===== src/rtl/frame_draw_sequencer_pkg.sv =====
// Shared screen geometry, pixel types and sequencer state encoding for the
// frame draw sequencer and its tick generator.
package frame_draw_sequencer_pkg;

  localparam int SCREEN_W = 160;
  localparam int SCREEN_H = 120;

  typedef logic [7:0] pix_x_t;
  typedef logic [6:0] pix_y_t;
  typedef logic [2:0] colour_t;

  typedef enum logic [2:0] {
    SEQ_IDLE,
    SEQ_LATCH,
    SEQ_ERASE,
    SEQ_DRAW,
    SEQ_COLS
  } seq_state_t;

  // Widened coordinates so offsets that overflow 8/7 bits are still rejected.
  function automatic logic onScreen(input logic [8:0] px, input logic [7:0] py);
    return (px < 9'(SCREEN_W)) && (py < 8'(SCREEN_H));
  endfunction

endpackage


===== src/rtl/frame_draw_sequencer_if.sv =====
// Game-object, column-engine and VGA-adapter signals of the frame draw sequencer.
// The sequencer takes the master modport; the game side takes the slave modport.
interface frame_draw_sequencer_if;
  import frame_draw_sequencer_pkg::*;

  pix_x_t  dot_x;
  pix_y_t  dot_y;
  colour_t dot_colour;
  pix_x_t  col_x;
  pix_y_t  col_y;
  colour_t col_colour;
  logic    col_valid;
  logic    col_done;
  logic    col_ready;
  logic    frame_tick;
  pix_x_t  x;
  pix_y_t  y;
  colour_t colour;
  logic    plot;
  logic    busy;
  logic    overrun;

  modport master (
    input  dot_x, dot_y, dot_colour,
    input  col_x, col_y, col_colour, col_valid, col_done,
    output col_ready, frame_tick,
    output x, y, colour, plot, busy, overrun
  );

  modport slave (
    output dot_x, dot_y, dot_colour,
    output col_x, col_y, col_colour, col_valid, col_done,
    input  col_ready, frame_tick,
    input  x, y, colour, plot, busy, overrun
  );

endinterface


===== src/rtl/frame_draw_sequencer_frame_tick_gen.sv =====
// Free-running frame counter; pulses tick_o for one clock every CLK_HZ/FRAME_HZ clocks.
module frame_tick_gen #(
  parameter int CLK_HZ   = 50_000_000,
  parameter int FRAME_HZ = 60
) (
  input  logic clk,
  input  logic resetn,
  output logic tick_o
);

  localparam int FRAME_DIV = CLK_HZ / FRAME_HZ;
  localparam int CW        = (FRAME_DIV > 1) ? $clog2(FRAME_DIV) : 1;
  localparam logic [CW-1:0] LAST_COUNT = CW'(FRAME_DIV - 1);

  logic [CW-1:0] count_q, count_d;

  always_comb begin
    count_d = (count_q == LAST_COUNT) ? '0 : count_q + CW'(1);
  end

  always_ff @(posedge clk or negedge resetn) begin
    if (!resetn) begin
      count_q <= '0;
    end else begin
      count_q <= count_d;
    end
  end

  assign tick_o = (count_q == LAST_COUNT);

endmodule


===== src/rtl/frame_draw_sequencer.sv =====
// Per-frame pixel sequencer: erases the old dot square, draws the new one, then
// hands the VGA adapter to the column engine until it reports done.
module frame_draw_sequencer
  import frame_draw_sequencer_pkg::*;
#(
  parameter int      CLK_HZ    = 50_000_000,
  parameter int      FRAME_HZ  = 60,
  parameter int      DOT_SIZE  = 2,
  parameter colour_t BG_COLOUR = 3'b000
) (
  input  logic                     clk,
  input  logic                     resetn,
  frame_draw_sequencer_if.master   bus
);

  localparam logic [3:0] LAST_IDX = 4'(DOT_SIZE * DOT_SIZE - 1);
  localparam logic [3:0] SIDE     = 4'(DOT_SIZE);

  seq_state_t state_q;
  logic [3:0] pixIdx_q;
  pix_x_t     newX_q, oldX_q;
  pix_y_t     newY_q, oldY_q;
  colour_t    newColour_q;
  logic       oldValid_q;

  pix_x_t     x_q, x_d;
  pix_y_t     y_q, y_d;
  colour_t    colour_q, colour_d;
  logic       plot_q, plot_d;

  logic       frameTick;
  logic       lastPix;
  pix_x_t     baseX;
  pix_y_t     baseY;
  logic [3:0] offX, offY;
  logic [8:0] sumX;
  logic [7:0] sumY;

  frame_tick_gen #(
    .CLK_HZ   (CLK_HZ),
    .FRAME_HZ (FRAME_HZ)
  ) u_tick (
    .clk    (clk),
    .resetn (resetn),
    .tick_o (frameTick)
  );

  assign lastPix = (pixIdx_q == LAST_IDX);

  // Square walker is row-major; ERASE walks the old position, DRAW the new one.
  always_comb begin
    baseX    = (state_q == SEQ_ERASE) ? oldX_q : newX_q;
    baseY    = (state_q == SEQ_ERASE) ? oldY_q : newY_q;
    offX     = pixIdx_q % SIDE;
    offY     = pixIdx_q / SIDE;
    sumX     = {1'b0, baseX} + {5'b0, offX};
    sumY     = {1'b0, baseY} + {4'b0, offY};
    x_d      = sumX[7:0];
    y_d      = sumY[6:0];
    colour_d = (state_q == SEQ_ERASE) ? BG_COLOUR : newColour_q;
    plot_d   = 1'b0;
    case (state_q)
      SEQ_ERASE, SEQ_DRAW: plot_d = onScreen(sumX, sumY);
      SEQ_COLS: begin
        x_d      = bus.col_x;
        y_d      = bus.col_y;
        colour_d = bus.col_colour;
        plot_d   = bus.col_valid && onScreen({1'b0, bus.col_x}, {1'b0, bus.col_y});
      end
      default: plot_d = 1'b0;
    endcase
  end

  always_ff @(posedge clk or negedge resetn) begin
    if (!resetn) begin
      state_q     <= SEQ_IDLE;
      pixIdx_q    <= '0;
      newX_q      <= '0;
      newY_q      <= '0;
      newColour_q <= '0;
      oldX_q      <= '0;
      oldY_q      <= '0;
      oldValid_q  <= 1'b0;
      x_q         <= '0;
      y_q         <= '0;
      colour_q    <= '0;
      plot_q      <= 1'b0;
    end else begin
      plot_q <= plot_d;
      if (plot_d) begin
        x_q      <= x_d;
        y_q      <= y_d;
        colour_q <= colour_d;
      end
      case (state_q)
        SEQ_IDLE: begin
          if (frameTick) state_q <= SEQ_LATCH;
        end
        SEQ_LATCH: begin
          newX_q      <= bus.dot_x;
          newY_q      <= bus.dot_y;
          newColour_q <= bus.dot_colour;
          pixIdx_q    <= '0;
          state_q     <= oldValid_q ? SEQ_ERASE : SEQ_DRAW;
        end
        SEQ_ERASE: begin
          if (lastPix) begin
            pixIdx_q <= '0;
            state_q  <= SEQ_DRAW;
          end else begin
            pixIdx_q <= pixIdx_q + 4'd1;
          end
        end
        SEQ_DRAW: begin
          if (lastPix) begin
            pixIdx_q   <= '0;
            oldX_q     <= newX_q;
            oldY_q     <= newY_q;
            oldValid_q <= 1'b1;
            state_q    <= SEQ_COLS;
          end else begin
            pixIdx_q <= pixIdx_q + 4'd1;
          end
        end
        SEQ_COLS: begin
          if (bus.col_done) state_q <= SEQ_IDLE;
        end
        default: state_q <= SEQ_IDLE;
      endcase
    end
  end

  assign bus.x          = x_q;
  assign bus.y          = y_q;
  assign bus.colour     = colour_q;
  assign bus.plot       = plot_q;
  assign bus.col_ready  = (state_q == SEQ_COLS);
  assign bus.busy       = (state_q != SEQ_IDLE);
  assign bus.frame_tick = frameTick;
  assign bus.overrun    = frameTick && (state_q != SEQ_IDLE);

endmodule

===== src/flat_wrapper.sv =====
// flat-port wrapper written by rule: the top's interface ports become plain ports
module frame_draw_sequencer_flat import frame_draw_sequencer_pkg::*;
#(
  parameter int      CLK_HZ    = 50_000_000,
  parameter int      FRAME_HZ  = 60,
  parameter int      DOT_SIZE  = 2,
  parameter colour_t BG_COLOUR = 3'b000
)
  (clk, resetn, bus_dot_x, bus_dot_y, bus_dot_colour, bus_col_x, bus_col_y, bus_col_colour, bus_col_valid, bus_col_done, bus_col_ready, bus_frame_tick, bus_x, bus_y, bus_colour, bus_plot, bus_busy, bus_overrun);
  frame_draw_sequencer_if bus_i ();
  input  logic clk;
  input  logic resetn;
  input wire logic [$bits(bus_i.dot_x)-1:0] bus_dot_x;
  input wire logic [$bits(bus_i.dot_y)-1:0] bus_dot_y;
  input wire logic [$bits(bus_i.dot_colour)-1:0] bus_dot_colour;
  input wire logic [$bits(bus_i.col_x)-1:0] bus_col_x;
  input wire logic [$bits(bus_i.col_y)-1:0] bus_col_y;
  input wire logic [$bits(bus_i.col_colour)-1:0] bus_col_colour;
  input wire logic [$bits(bus_i.col_valid)-1:0] bus_col_valid;
  input wire logic [$bits(bus_i.col_done)-1:0] bus_col_done;
  output wire logic [$bits(bus_i.col_ready)-1:0] bus_col_ready;
  output wire logic [$bits(bus_i.frame_tick)-1:0] bus_frame_tick;
  output wire logic [$bits(bus_i.x)-1:0] bus_x;
  output wire logic [$bits(bus_i.y)-1:0] bus_y;
  output wire logic [$bits(bus_i.colour)-1:0] bus_colour;
  output wire logic [$bits(bus_i.plot)-1:0] bus_plot;
  output wire logic [$bits(bus_i.busy)-1:0] bus_busy;
  output wire logic [$bits(bus_i.overrun)-1:0] bus_overrun;
  assign bus_i.dot_x = bus_dot_x;
  assign bus_i.dot_y = bus_dot_y;
  assign bus_i.dot_colour = bus_dot_colour;
  assign bus_i.col_x = bus_col_x;
  assign bus_i.col_y = bus_col_y;
  assign bus_i.col_colour = bus_col_colour;
  assign bus_i.col_valid = bus_col_valid;
  assign bus_i.col_done = bus_col_done;
  assign bus_col_ready = bus_i.col_ready;
  assign bus_frame_tick = bus_i.frame_tick;
  assign bus_x = bus_i.x;
  assign bus_y = bus_i.y;
  assign bus_colour = bus_i.colour;
  assign bus_plot = bus_i.plot;
  assign bus_busy = bus_i.busy;
  assign bus_overrun = bus_i.overrun;
  frame_draw_sequencer #(.CLK_HZ(CLK_HZ), .FRAME_HZ(FRAME_HZ), .DOT_SIZE(DOT_SIZE), .BG_COLOUR(BG_COLOUR)) u_core (.clk(clk), .resetn(resetn), .bus(bus_i));
endmodule

===== config.mk =====
export PLATFORM = sky130hd
export DESIGN_NAME = frame_draw_sequencer_flat
export DESIGN_NICKNAME = d
export VERILOG_FILES = /design/src/rtl/frame_draw_sequencer_pkg.sv /design/src/rtl/frame_draw_sequencer_if.sv /design/src/rtl/frame_draw_sequencer_frame_tick_gen.sv /design/src/rtl/frame_draw_sequencer.sv /design/src/flat_wrapper.sv
export SDC_FILE = /design/constraint.sdc
export NUM_CORES = 1
export LEC_CHECK = 0
export ABC_AREA = 1
export ABC_CLOCK_PERIOD_IN_PS = 4600
export BUFFER_PORTS_ARGS = -buffer_cell sky130_fd_sc_hd__buf_2
export CAP_MARGIN = 15
export CORE_MARGIN = 1
export CORE_UTILIZATION = 52
export CTS_CLUSTER_DIAMETER = 60
export CTS_CLUSTER_SIZE = 30
export DETAILED_ROUTE_END_ITERATION = 12
export PLACE_DENSITY = 0.74
export SETUP_SLACK_MARGIN = 0.2
export SYNTH_ARGS = -nofsm -noshare
export SYNTH_HDL_FRONTEND = slang
export SYNTH_SLANG_ARGS = --single-unit
export TNS_END_PERCENT = 50

===== constraint.sdc =====
create_clock -name clk -period 4.6 [get_ports clk]
set_clock_uncertainty 0.15 [all_clocks]
set_input_delay 0.46 -clock clk [delete_from_list [all_inputs] [get_ports clk]]
set_output_delay 0.46 -clock clk [all_outputs]
set_load 0.01 [all_outputs]

==> impl_metrics.tcl <==
set metrics [dict create \
    num_rows 33 \
    p_switching_uw 294 \
    maxSlewHeadroom_pct 34.3 \
    min_period_ns 3.11 \
    place_inst 709 \
    initial_core_util_pct 53.4 \
    slew_viol_final 0 \
    crit_slowest_cell "dfrtp_1" \
    cts.sinks 80 \
    arrival_ns 3.25 \
    netlist_top_cells_area "dfrtp_1 46%, nand2_1 14%, inv_1 5.4%" \
    cts_buffer_depth 2 \
    antennaDiodeCount 0 \
    yosys.area.top_type_share_pct 45.8 \
    syn-num-nets 606 \
    cp_slowest_stage_delay_ns 0.47 \
    switching_share_pct 24.3 \
    postCtsHoldBufs 0 \
    crit_path_start_kind "flip-flop" \
    r2r_setup_slack_ns 1.49 \
    internal_power_uw 917 \
    fmax_ghz 0.321 \
    area_delta_synth_final_pct 12.5 \
    p_leak_uw 0.00243 \
    critical-path-top-delay-family "simple AND/OR/NAND/NOR gates" \
    crit_chain "inv_2 > nand2_2 > nor2_4 > o21ai_0 > ha_1 > fa_1 > a21oi_1 > inv_1 > nand3_4 > nor2_1 > nand2_1 > nand2_1 > nand2_2 > nand3_4 > nand2_8 > nand2_1 > nand2_1" \
    min_path_type "in2async" \
    post-cts-setup-buffers 0 \
    rsz0062_at_grt "false" \
    total_power_uw 1210 \
    ys_ff_latch 80 \
    drtIter0Drc 209 \
    grt-ovfl-total 0 \
    worst_pin_slew_ns 0.986 \
    synth_cells 556 \
    setup_viol 0 \
    period_share_pct 67.6 \
    grtUsageTotal_pct 23.0 \
    grt_max_degree 81 \
    synth_cell_types 40 \
    yosys_warnings 0 \
    core_um2 8180 \
    critPathKind "reg2reg" \
    vias 3719 \
    cts_buffers 9 \
    die_y_um 93.6 \
    syn_area_um2 4370 \
    post_route_cells_drive_above_1_share_pct 20.0 \
    worst_ep_required_time_ns 4.74 \
    max_cap_viol_count 0 \
    place_congestion 0.833 \
    via_per_inst 5.13 \
    power_density_nw_per_um2 246 \
    cts_max_level 3 \
    clk_pin_slew_ns 0.09 \
    ioPinCount 63 \
    nFillCells 775 \
    clk_latency_ns 0.36 \
    wl_mm 9.13 \
    final_cells 725 \
    status "complete, no violations" \
    antenna_left 0 \
    seq_power_share_pct 58.2 \
    grt_pass1_vias 3425 \
    pwr-share-comb_pct 2.7 \
    post_cts_resize_count 0 \
    fin_tns_setup_ns 0 \
    port_buffers 62 \
    antenna_found_initial 0 \
    hpwl_mm 6.77 \
    max-vdd-ir-drop_mv 0.147 \
    critPathBufInv 2 \
    p_clk_share_pct 39.1 \
    nets 665 \
    grt_pass1_wl_mm 15.7 \
    die_w_um 93.6 \
    yosysSeqAreaShare_pct 45.8 \
    dieArea_um2 8770 \
    cts_tree "built" \
    synth_top_cell_by_area "dfrtp_1" \
    endpoint_kind "flip-flop" \
    cp_common_cell "nand2_1" \
    ctsRootBufferMaster "clkbuf_8" \
    drc_errors 0 \
    final_hold_viol_count 0 \
    critical_path_peak_fanout 19 \
    routedWlPerCell_um 12.6 \
    first_pass_iters 5 \
    syn_area_per_cell_um2 7.85 \
]
-- cells by family (layout without fill, tap and decap cells) --
| group | after synthesis | after routing | share of synthesized area [%] |
|---|---|---|---|
| buffers and inverters | 82 | 146 | 7.94 |
| xor gates and xnor gates | 13 | 13 | 2.61 |
| AOI/OAI and AO/OA | 74 | 74 | 9.48 |
| adders and majority gates | 10 | 10 | 3.04 |
| DFF | 80 | 80 | 45.8 |
| and+or+nand+nor | 297 | 297 | 31.1 |
-- layout by cell type, fill, tap and decap left out, types with 5 or more instances in the layout --
cell type / n
dfrtp_1: 80
ha_1: 9
xor2_1: 9
buf_2: 61
nor3_1: 5
inv_1: 63
nor2_1: 37
nand2_1: 168
a21oi_1: 12
o21ai_2: 5
o21ai_0: 44
clkbuf_8: 9
nand4_1: 5
nand3_1: 40
nand2_2: 20
-- registers in the layout, indices dropped and copies added (netlist names) --
register               cells
u_core.u_tick.count_q     20
u_core.bus.x               8
u_core.newX_q              8
u_core.oldX_q              8
u_core.bus.y               7
u_core.newY_q              7
u_core.oldY_q              7
u_core.pixIdx_q            4
u_core.bus.colour          3
u_core.newColour_q         3
u_core.state_q             3
u_core.bus.plot            1
u_core.oldValid_q          1
-- routing by layer --
layer | global-route usage (%) | up-vias | routed length [µm]
met2 | 35.7 | 87 | 4110
met5 | 0 | - | 0
li1 | - | 1881 | -
met3 | 4.63 | 11 | 409
met4 | 5.26 | 0 | 78
met1 | 33.2 | 1740 | 4540
-- cell usage after synthesis --
cell        n
nand2_1   168
dfrtp_1    80
inv_1      63
o21ai_0    44
nand3_1    40
nor2_1     38
nand2_2    20
a21oi_1    12
clkbuf_1   12
ha_1        9
xor2_1      9
nor3_1      6
nand4_1     5
o21ai_2     5
xnor2_1     4
a31oi_1     3
nand3_4     3
nor2_2      3
nor4_1      3
or2_2       3
inv_2       2
nand3_2     2
nor2_4      2
o21a_1      2
o21ai_1     2
o31ai_1     2
a22o_1      1
and2_1      1
buf_12      1
buf_4       1
buf_6       1
buf_8       1
clkinv_1    1
fa_1        1
nand2_8     1
nand4_2     1
nor3b_1     1
o211ai_1    1
o22ai_1     1
o32ai_1     1
-- cell type report --
class | count | area [µm²] | area share (%)
multi-input combinational | 394 | 2030 | 41.2
sequential | 80 | 2000 | 40.7
timing repair buffer | 64 | 328 | 6.67
inverter | 66 | 248 | 5.04
tap | 105 | 131 | 2.67
clock buffer | 9 | 124 | 2.52
clock inverter | 7 | 55.1 | 1.12
-- power groups by stage --
stage / clock network, µW / registers [µW] / logic, µW
2_1_floorplan: 0 / 719 / 1.28
3_3_place_gp: 0 / 718 / 33.6
3_5_place_dp: 0 / 718 / 34.3
4_1_cts: 485 / 704 / 34.3
5_1_grt: 517 / 704 / 37.9
6_report: 473 / 704 / 32.9
-- metrics by stage --
stage / hold slack [ns] / worst slack, ns / utilization (%) / area, µm²
2_1_floorplan: 0.0144 / 1.88 / - / 4370
3_3_place_gp: 0.293 / 1.63 / 57.9 / 4730
4_1_cts: 0.142 / 1.49 / 60.1 / 4910
6_report: 0.0989 / 1.49 / 60.1 / 4910
5_1_grt: 0.137 / 1.15 / 60.1 / 4910
3_5_place_dp: 0.294 / 1.53 / 57.9 / 4730
-- final timing paths --
kind | from | endpoint | depth (start not counted)
max in group asynchronous | resetn | u_core.newX_q[3] | 1
setup reg to reg | u_core.state_q[2] | u_core.bus.x[0] | 17
hold / removal | resetn | u_core.u_tick.count_q[16] | 1
setup / recovery | u_core.state_q[2] | u_core.bus.x[0] | 17
hold reg to reg | u_core.oldValid_q | u_core.oldValid_q | 2
min in group clk | bus_dot_y[5] | u_core.newY_q[5] | 3
No activity file was read; power rests on OpenSTA's default activity.
